`src/rtl/car_sensor_conditioner_pkg.sv`:
```
// car_sensor_conditioner_pkg: light encodings shared with the traffic-light controller and conditioner states
package car_sensor_conditioner_pkg;
   typedef enum logic [1:0] {RED = 2'd0, YELLOW = 2'd1, GREEN = 2'd2} light_t;
   typedef enum logic [1:0] {IDLE = 2'd0, REQ = 2'd1, SERVE = 2'd2, DROP = 2'd3} cond_state_t;
endpackage

```
`src/rtl/car_sensor_conditioner_if.sv`:
```
// car_sensor_conditioner_if: loop sensor, country light and conditioner outputs
interface car_sensor_conditioner_if #(parameter int CNT_W = 4);
   import car_sensor_conditioner_pkg::*;
   logic loop_raw;
   light_t cntry;
   logic X;
   logic [CNT_W-1:0] car_count;
   logic det;
   logic fault;
   modport master (output loop_raw, cntry, input X, car_count, det, fault);
   modport slave (input loop_raw, cntry, output X, car_count, det, fault);
endinterface

```
`src/rtl/car_sensor_conditioner_sensor_debounce.sv`:
```
// sensor_debounce: two-flop synchronizer and debounce counter producing a clean detector level
module sensor_debounce #(
   parameter int DEBOUNCE = 4
) (
   input  logic clock,
   input  logic clear_n,
   input  logic loop_raw,
   output logic det
);
   localparam int DW = DEBOUNCE > 1 ? $clog2(DEBOUNCE) : 1;
   logic [1:0] sync_q;
   logic [DW-1:0] dcnt;
   always_ff @(posedge clock) begin
      if (!clear_n) begin
         sync_q <= '0;
         dcnt <= '0;
         det <= 1'b0;
      end else begin
         sync_q <= {sync_q[0], loop_raw};
         if (sync_q[1] == det)
            dcnt <= '0;
         else if (dcnt == DW'(DEBOUNCE - 1)) begin
            det <= sync_q[1];
            dcnt <= '0;
         end else
            dcnt <= dcnt + 1'b1;
      end
   end
endmodule

```
`src/rtl/car_sensor_conditioner.sv`:
```
// car_sensor_conditioner: turns the country loop detector into a held, bounded car-present request X
module car_sensor_conditioner
   import car_sensor_conditioner_pkg::*;
#(
   parameter int DEBOUNCE     = 4,
   parameter int MIN_GREEN    = 8,
   parameter int MAX_EXT      = 16,
   parameter int STUCK_CYCLES = 1024,
   parameter int CNT_W        = 4
) (
   input logic clock,
   input logic clear_n,
   car_sensor_conditioner_if.slave bus
);
   localparam int TW = (MIN_GREEN + MAX_EXT) > 1 ? $clog2(MIN_GREEN + MAX_EXT) : 1;
   localparam int SW = STUCK_CYCLES > 1 ? $clog2(STUCK_CYCLES) : 1;
   localparam logic [CNT_W-1:0] CNT_MAX = '1;
   cond_state_t state, state_nxt;
   logic [TW-1:0] timer;
   logic [SW-1:0] scnt;
   logic [CNT_W-1:0] car_count;
   logic det, det_q, fault, det_rise, stuck, min_done, max_done, serve_entry;
   sensor_debounce #(.DEBOUNCE(DEBOUNCE)) u_debounce (
      .clock(clock),
      .clear_n(clear_n),
      .loop_raw(bus.loop_raw),
      .det(det)
   );
   assign det_rise = det & ~det_q & ~fault;
   assign stuck = det & (scnt == SW'(STUCK_CYCLES - 1));
   assign min_done = timer >= TW'(MIN_GREEN - 1);
   assign max_done = timer == TW'(MIN_GREEN + MAX_EXT - 1);
   assign serve_entry = state == REQ && state_nxt == SERVE;
   always_comb begin
      state_nxt = IDLE;
      case (state)
         IDLE:    state_nxt = det_rise ? REQ : IDLE;
         REQ:     state_nxt = bus.cntry == GREEN ? SERVE : REQ;
         SERVE:   state_nxt = (min_done && !det) ? IDLE : max_done ? DROP : SERVE;
         DROP:    state_nxt = bus.cntry == RED ? (det ? REQ : IDLE) : DROP;
         default: state_nxt = IDLE;
      endcase
      if (fault || stuck) state_nxt = IDLE;
   end
   always_ff @(posedge clock) begin
      if (!clear_n) begin
         state <= IDLE;
         timer <= '0;
         scnt <= '0;
         det_q <= 1'b0;
         fault <= 1'b0;
         car_count <= '0;
      end else begin
         state <= state_nxt;
         det_q <= det;
         timer <= (state == SERVE && !max_done) ? timer + 1'b1 : '0;
         scnt <= !det ? '0 : (scnt == SW'(STUCK_CYCLES - 1)) ? scnt : scnt + 1'b1;
         if (stuck) fault <= 1'b1;
         if (!fault)
            car_count <= serve_entry ? CNT_W'(det_rise) :
                         (det_rise && car_count != CNT_MAX) ? car_count + 1'b1 : car_count;
      end
   end
   assign bus.X = state == REQ || state == SERVE;
   assign bus.car_count = car_count;
   assign bus.det = det;
   assign bus.fault = fault;
endmodule

```
`src/flat_wrapper.sv`:
```
// flat-port wrapper written by rule: the top's interface ports become plain ports
module car_sensor_conditioner_flat import car_sensor_conditioner_pkg::*;
#(
   parameter int DEBOUNCE     = 4,
   parameter int MIN_GREEN    = 8,
   parameter int MAX_EXT      = 16,
   parameter int STUCK_CYCLES = 1024,
   parameter int CNT_W        = 4
)
  (clock, clear_n, bus_loop_raw, bus_cntry, bus_X, bus_car_count, bus_det, bus_fault);
  car_sensor_conditioner_if #(.CNT_W(CNT_W)) bus_i ();
  input logic clock;
  input logic clear_n;
  input wire logic [$bits(bus_i.loop_raw)-1:0] bus_loop_raw;
  input wire logic [$bits(bus_i.cntry)-1:0] bus_cntry;
  output wire logic [$bits(bus_i.X)-1:0] bus_X;
  output wire logic [$bits(bus_i.car_count)-1:0] bus_car_count;
  output wire logic [$bits(bus_i.det)-1:0] bus_det;
  output wire logic [$bits(bus_i.fault)-1:0] bus_fault;
  assign bus_i.loop_raw = bus_loop_raw;
  assign bus_i.cntry = bus_cntry;
  assign bus_X = bus_i.X;
  assign bus_car_count = bus_i.car_count;
  assign bus_det = bus_i.det;
  assign bus_fault = bus_i.fault;
  car_sensor_conditioner #(.DEBOUNCE(DEBOUNCE), .MIN_GREEN(MIN_GREEN), .MAX_EXT(MAX_EXT), .STUCK_CYCLES(STUCK_CYCLES), .CNT_W(CNT_W)) u_core (.clock(clock), .clear_n(clear_n), .bus(bus_i));
endmodule
```
`config.mk`:
```
export PLATFORM = sky130hd
export DESIGN_NAME = car_sensor_conditioner_flat
export DESIGN_NICKNAME = d
export VERILOG_FILES = /design/src/rtl/car_sensor_conditioner_pkg.sv /design/src/rtl/car_sensor_conditioner_if.sv /design/src/rtl/car_sensor_conditioner_sensor_debounce.sv /design/src/rtl/car_sensor_conditioner.sv /design/src/flat_wrapper.sv
export SDC_FILE = /design/constraint.sdc
export NUM_CORES = 1
export LEC_CHECK = 0
export BUFFER_PORTS_ARGS = -buffer_cell sky130_fd_sc_hd__clkbuf_2
export CORE_MARGIN = 2
export CORE_UTILIZATION = 45
export DETAILED_ROUTE_END_ITERATION = 6
export PLACE_DENSITY_LB_ADDON = 0.2
export SLEW_MARGIN = 20
export SYNTH_ARGS = -nofsm -noshare
export SYNTH_HDL_FRONTEND = slang
export SYNTH_SLANG_ARGS = --single-unit
```
`constraint.sdc`:
```
create_clock -name clock -period 2.4 [get_ports clock]
set_clock_uncertainty 0.15 [all_clocks]
set_input_delay 0.48 -clock clock [delete_from_list [all_inputs] [get_ports clock]]
set_output_delay 0.48 -clock clock [all_outputs]
set_load 0.02 [all_outputs]
```
==> results of run 1 <==
## cell usage after synthesis, types with 4 or more instances
cell type  number  area share, %
inv_1           9            2.5
nor3_1          4            1.5
nand3_1         8            3.0
ha_1            8            7.5
nand2_1        11            3.1
nor2_1         14            3.9
xnor2_1         6            3.9
a21oi_1         9            3.4
nor2b_1         4            1.9
dfxtp_1        28             42
mux2i_1         4            3.0
## metrics by stage
step                cells  cell area [um^2]  hold WS [ns]  power (mW)  util (%)
finish                191              1460         0.220       0.706      52.1
floorplan             147              1340         0.255       0.485         -
detailed placement    187              1430         0.275       0.491      50.8
CTS                   191              1460         0.205       0.714      52.1
global placement      187              1430         0.263       0.490      50.8
global route          191              1460         0.211       0.729      52.1
## cell families after synthesis
| group | Yosys count | share of synthesized area (%) |
|---|---|---|
| simple gates | 64 | 27.6 |
| fa+ha+maj | 8 | 7.46 |
| flops | 28 | 41.8 |
| mux | 4 | 2.99 |
| buf+inv | 13 | 4.01 |
| xor+xnor | 9 | 5.88 |
| compound gates | 21 | 10.3 |
## sequential cells by signal, indices dropped and copies added (netlist names)
name and count:
u_core.state 2, u_core.u_debounce.dcnt 2, u_core.scnt 10, u_core.bus.car_count 4, u_core.bus.fault 1, u_core.det_q 1
u_core.u_debounce.sync_q 2, u_core.timer 5, u_core.u_debounce.det 1
## metal layers
| metal | track usage, % | wire [um] | up-vias |
|---|---|---|---|
| li1 | - | - | 539 |
| met1 | 19.0 | 1150 | 487 |
| met2 | 25.5 | 1120 | 18 |
| met3 | 2.20 | 77 | 6 |
| met4 | 8.77 | 39 | 0 |
| met5 | 0 | 0 | - |
## critical path: stages, from the launching register on
cell     delay [ns]
dfxtp_1        0.42
ha_1           0.24
nand3_2        0.11
or3_1          0.51
and4_1         0.26
xnor2_1        0.13
nor2_1         0.05
## power breakdown
group	total, mW	switching [mW]	internal, mW
Clock	0.226	0.133	0.0927
Sequential	0.468	0.000841	0.467
Combinational	0.0129	0.00698	0.00591
## area by class of cell
class / count / share of cell area (%)
tap: 31 / 2.65
clock buffer: 4 / 2.48
sequential: 28 / 38.3
inverter: 10 / 2.57
timing repair buffer: 12 / 4.28
multi-input combinational: 106 / 49.7
## worst max path at each step
| stage | endpoint | cells after the start |
|---|---|---|
| after global routing | u_core.scnt[3]$_SDFFE_PN0P_ | 6 |
| after global placement | u_core.scnt[3]$_SDFFE_PN0P_ | 6 |
| after floorplan | u_core.scnt[3]$_SDFFE_PN0P_ | 7 |
| after detailed placement | u_core.scnt[3]$_SDFFE_PN0P_ | 6 |
| final | u_core.scnt[3]$_SDFFE_PN0P_ | 6 |
| after CTS | u_core.scnt[3]$_SDFFE_PN0P_ | 6 |
==> results_dict.tcl, run 1 <==
set metrics [dict create \
    drtPass1Iterations 6 \
    synthArstFlopShare_pct 0 \
    drt-initial-drc-count 28 \
    yosysSeqAreaShare_pct 41.8 \
    cts_resized 0 \
    cp.arrival_ns 2.03 \
    rrSetupSlack_ns 0.44 \
    maxSlewHeadroom_pct 76.1 \
    whs_endpoint "u_core.u_debounce.sync_q[0]$_SDFF_PN0_" \
    dpl_worst_slack_ns 0.476 \
    wl_um 2380 \
    synth_edf_count 0 \
    synth-seq-cells 28 \
    htree_levels 1 \
    antenna_found_initial 0 \
    synth_cells 147 \
    hold_path_class "in -> reg" \
    final-max-slew-violation-count 0 \
    fin_crit_sh_pct 81.5 \
    wl_per_cell_um 12.5 \
    worstSetupPathType "reg -> reg" \
    postCtsHoldBufs 0 \
    post-dp-hpwl_um 1800 \
    cts_tree "built" \
    p_leak_nw 0.578 \
    synthDistinctLibCells 42 \
    ios 12 \
    n_antenna_cell 0 \
    cts-root-buf "clkbuf_4" \
    syn_avg_cell_area_um2 9.12 \
    worstHoldStart "bus_loop_raw" \
    max-cap-violations 0 \
    synth_warnings 0 \
    routed_via_density 5.50 \
    reg2reg_to "u_core.scnt[3]$_SDFFE_PN0P_" \
    worst_slew_pin_slew_ns 0.358 \
    regArea_um2 561 \
    die_w_um 58.6 \
    syn_area_um2 1340 \
    clkSlewWorstSetupHoldPaths_ns 0.15 \
    finalHoldViolations 0 \
    min_period_ns 1.96 \
    layout_common_cells "dfxtp_1 (28), nor2_1 (14), nand2_1 (11), clkbuf_2 (11)" \
    fmax_ghz 0.511 \
    clock-sinks 28 \
    cp_max_fo 7 \
    grt_pass1_wl_um 4110 \
    synth-main-ff-cell "dfxtp_1" \
    dieArea_um2 3430 \
    r2r_cells 6 \
    syn2layout_area_growth_pct 9.05 \
    startpoint "u_core.scnt[0]$_SDFFE_PN0P_" \
    multi_input_area_um2 727 \
    status "finished with violations" \
    nFillCells 262 \
    grt_pass1_vias 990 \
    rsz0062_at_grt "no" \
    place_congestion 0.852 \
    grt-ovfl-total 0 \
    setup_ws_ns 0.443 \
    grt_max_degree 16 \
    clockBufferDepth 2 \
    start_util_pct 47.8 \
    failed_checks "design-rule violations" \
    post_cts_buffers 0 \
    regToRegStartpoint "u_core.scnt[0]$_SDFFE_PN0P_" \
    die_h_um 58.6 \
    hold_depth 2 \
    critPathLaunchType "flop" \
    cts_made_buffers 3 \
    setup_violations 0 \
    clkLatencyLatePin_ns 0.32 \
    grtUsageTotal_pct 15.3 \
    layout_commonest_cell "dfxtp_1" \
    remaining_drc_errors 1 \
    synth_nets 160 \
    power_density_nw_per_um2 483 \
    ir_worst_vdd_mv 0.212 \
    antenna_left 0 \
    core-area_um2 2810 \
    io_buffers 11 \
    layout-drive-gt1-share_pct 13.8 \
    num_rows 19 \
    layout.nets 174 \
    vias 1050 \
    finalSetupTns_ns 0 \
    endpoint_kind "flop" \
    crit_required_ns 2.48 \
]
No activity file was read; power rests on OpenSTA's default activity.
==> run 2: changes to the inputs <==
==> constraint.sdc (replaced) <==
create_clock -name clock -period 2 [get_ports clock]
set_clock_uncertainty 0.15 [all_clocks]
set_input_delay 0.4 -clock clock [delete_from_list [all_inputs] [get_ports clock]]
set_output_delay 0.4 -clock clock [all_outputs]
set_load 0.02 [all_outputs]
==> run 2 against run 1 <==
Against the previous run:
- the flow still finishes with violations (design-rule violations)
- cell count up 1.6%
- sequential power up 20%
- core utilization up 0.71 points
- cell area up 1.4%
- via count down 2.8%
- clock power about the same
- combinational power up 33%
- critical path type unchanged
- highest routed layer unchanged
==> results_dict.tcl, run 2 (synthesis gave the netlist of run 1 again) <==
set metrics [dict create \
    finalHoldViolations 0 \
    setup_ws_ns 0.113 \
    seq_power_share_pct 69.9 \
    r2r_cells 6 \
    layout_commonest_cell "dfxtp_1" \
    pwr-share-comb_pct 2.1 \
    grt_max_degree 15 \
    largest_register_ffs 10 \
    ir_worst_vdd_mv 0.323 \
    cts-root-buf "clkbuf_4" \
    layout.nets 178 \
    clkSlewWorstSetupHoldPaths_ns 0.15 \
    core-area_um2 2810 \
    p_int_mw 0.639 \
    whs_endpoint "u_core.u_debounce.sync_q[0]$_SDFF_PN0_" \
    hold_depth 2 \
    cts_tree "built" \
    cts_made_buffers 3 \
    top_regs "u_core.scnt (10), u_core.timer (5), u_core.bus.car_count (4)" \
    fmax_ghz 0.530 \
    rrSetupSlack_ns 0.11 \
    grt-ovfl-total 0 \
    post-dp-hpwl_um 1870 \
    vias 1021 \
    clkLatencyLatePin_ns 0.32 \
    place_congestion 0.779 \
    grtUsageTotal_pct 15.8 \
    cp_max_fo 4 \
    crit_slowest_cell "o41a_1" \
    die_w_um 58.6 \
    final_area_um2 1480 \
    status "finished with violations" \
    power_density_nw_per_um2 542 \
    layout-drive-gt1-share_pct 16.6 \
    clockBufferDepth 2 \
    critPathLaunchType "flop" \
    endpoint_kind "flop" \
    num_rows 19 \
    hold_path_class "in -> reg" \
    post_dp_cell_area_um2 1460 \
    start_util_pct 47.8 \
    grt_pass1_wl_um 4330 \
    p_leak_nw 0.588 \
    io_buffers 11 \
    regMostFlops "u_core.scnt" \
    crit_chain "ha_2 > nand3_2 > o41a_1 > and3_4 > nand2b_4 > nor3_2" \
    reg2reg_to "u_core.bus.car_count[2]$_SDFFE_PN0P_" \
    power.switching_mw 0.164 \
    postCtsHoldBufs 0 \
    power_frac_clock_pct 28.0 \
    critPathMaxStageDelay_ns 0.47 \
    die_h_um 58.6 \
    min_period_ns 1.89 \
    crit_required_ns 2.11 \
    remaining_drc_errors 1 \
    finalSetupTns_ns 0 \
    rsz0062_at_grt "no" \
    worstHoldStart "bus_loop_raw" \
    failed_checks "design-rule violations" \
    htree_levels 1 \
    antenna_found_initial 0 \
    cp.arrival_ns 2.00 \
    sw_frac_of_total_pct 20.4 \
    post_cts_buffers 0 \
    setup_violations 0 \
    ios 12 \
    fin_crit_sh_pct 94.3 \
    wl_um 2400 \
    drtPass1Iterations 6 \
    routed_via_density 5.26 \
    maxSlewHeadroom_pct 77.4 \
    cts_resized 0 \
    dpl_worst_slack_ns 0.127 \
    layout_common_cells "dfxtp_1 (27), nor2_1 (14), nand2_1 (11), clkbuf_2 (11)" \
    worstSetupPathType "reg -> reg" \
    grt_pass1_vias 1046 \
    max-cap-violations 0 \
    drt-initial-drc-count 42 \
    wl_per_cell_um 12.4 \
    antenna_left 0 \
    syn2layout_area_growth_pct 10.5 \
    n_antenna_cell 0 \
    worst_slew_pin_slew_ns 0.338 \
    dieArea_um2 3430 \
    clock-sinks 28 \
    regToRegStartpoint "u_core.scnt[1]$_SDFFE_PN0P_" \
    final-max-slew-violation-count 0 \
]
[run 2: area by class of cell]
| cell class | count | area [um^2] |
|---|---|---|
| Clock buffer | 3 | 22.5 |
| Fill cell | 271 | 1320 |
| Inverter | 10 | 37.5 |
| Multi-Input combinational cell | 106 | 729 |
| Sequential cell | 28 | 562 |
| Tap cell | 31 | 38.8 |
| Timing Repair Buffer | 16 | 92.6 |
[run 2: critical path: cells and delay by family, from the launching register on]
family / cells / cell delay, ns
flip-flops: 1 / 0.40
AO/OA/AOI/OAI: 1 / 0.47
adder cells (fa/ha/maj): 1 / 0.23
AND/OR/NAND/NOR: 4 / 0.58
[run 2: power groups by stage]
stage          clock network, mW  registers, mW  logic, mW
3_5_place_dp                   0          0.574     0.0173
2_1_floorplan                  0          0.573    0.00841
5_1_grt                    0.253          0.562     0.0193
3_3_place_gp                   0          0.573     0.0166
6_report                   0.225          0.561     0.0172
4_1_cts                    0.234          0.561     0.0175
[run 2: layer usage]
layer	GRT usage (%)	vias to the layer above	part of all wire (%)
li1	-	550	-
met1	19.5	464	49
met2	28.3	5	48
met3	2.64	2	2.1
met4	4.87	0	0.92
met5	0	-	0
[run 2: how the worst max path moves through the flow]
stage / slack [ns] / cells past startpoint / to / from
6_report: 0.11 / 6 / u_core.bus.car_count[2]$_SDFFE_PN0P_ / u_core.scnt[1]$_SDFFE_PN0P_
5_1_grt: 0.005 / 6 / u_core.bus.car_count[2]$_SDFFE_PN0P_ / u_core.scnt[1]$_SDFFE_PN0P_
3_3_place_gp: 0.18 / 6 / u_core.scnt[3]$_SDFFE_PN0P_ / u_core.scnt[0]$_SDFFE_PN0P_
2_1_floorplan: 0.19 / 7 / u_core.scnt[3]$_SDFFE_PN0P_ / u_core.scnt[0]$_SDFFE_PN0P_
4_1_cts: 0.09 / 6 / u_core.bus.car_count[2]$_SDFFE_PN0P_ / u_core.scnt[0]$_SDFFE_PN0P_
3_5_place_dp: 0.13 / 6 / u_core.scnt[3]$_SDFFE_PN0P_ / u_core.scnt[0]$_SDFFE_PN0P_
[run 2: metrics by stage]
step | utilization [%] | power [mW] | std cells | hold WS (ns)
after floorplan | - | 0.582 | 147 | 0.255
after global placement | 51.9 | 0.590 | 191 | 0.263
after detailed placement | 51.9 | 0.591 | 191 | 0.269
after CTS | 52.7 | 0.813 | 194 | 0.135
after global routing | 52.9 | 0.834 | 194 | 0.130
final | 52.9 | 0.803 | 194 | 0.146
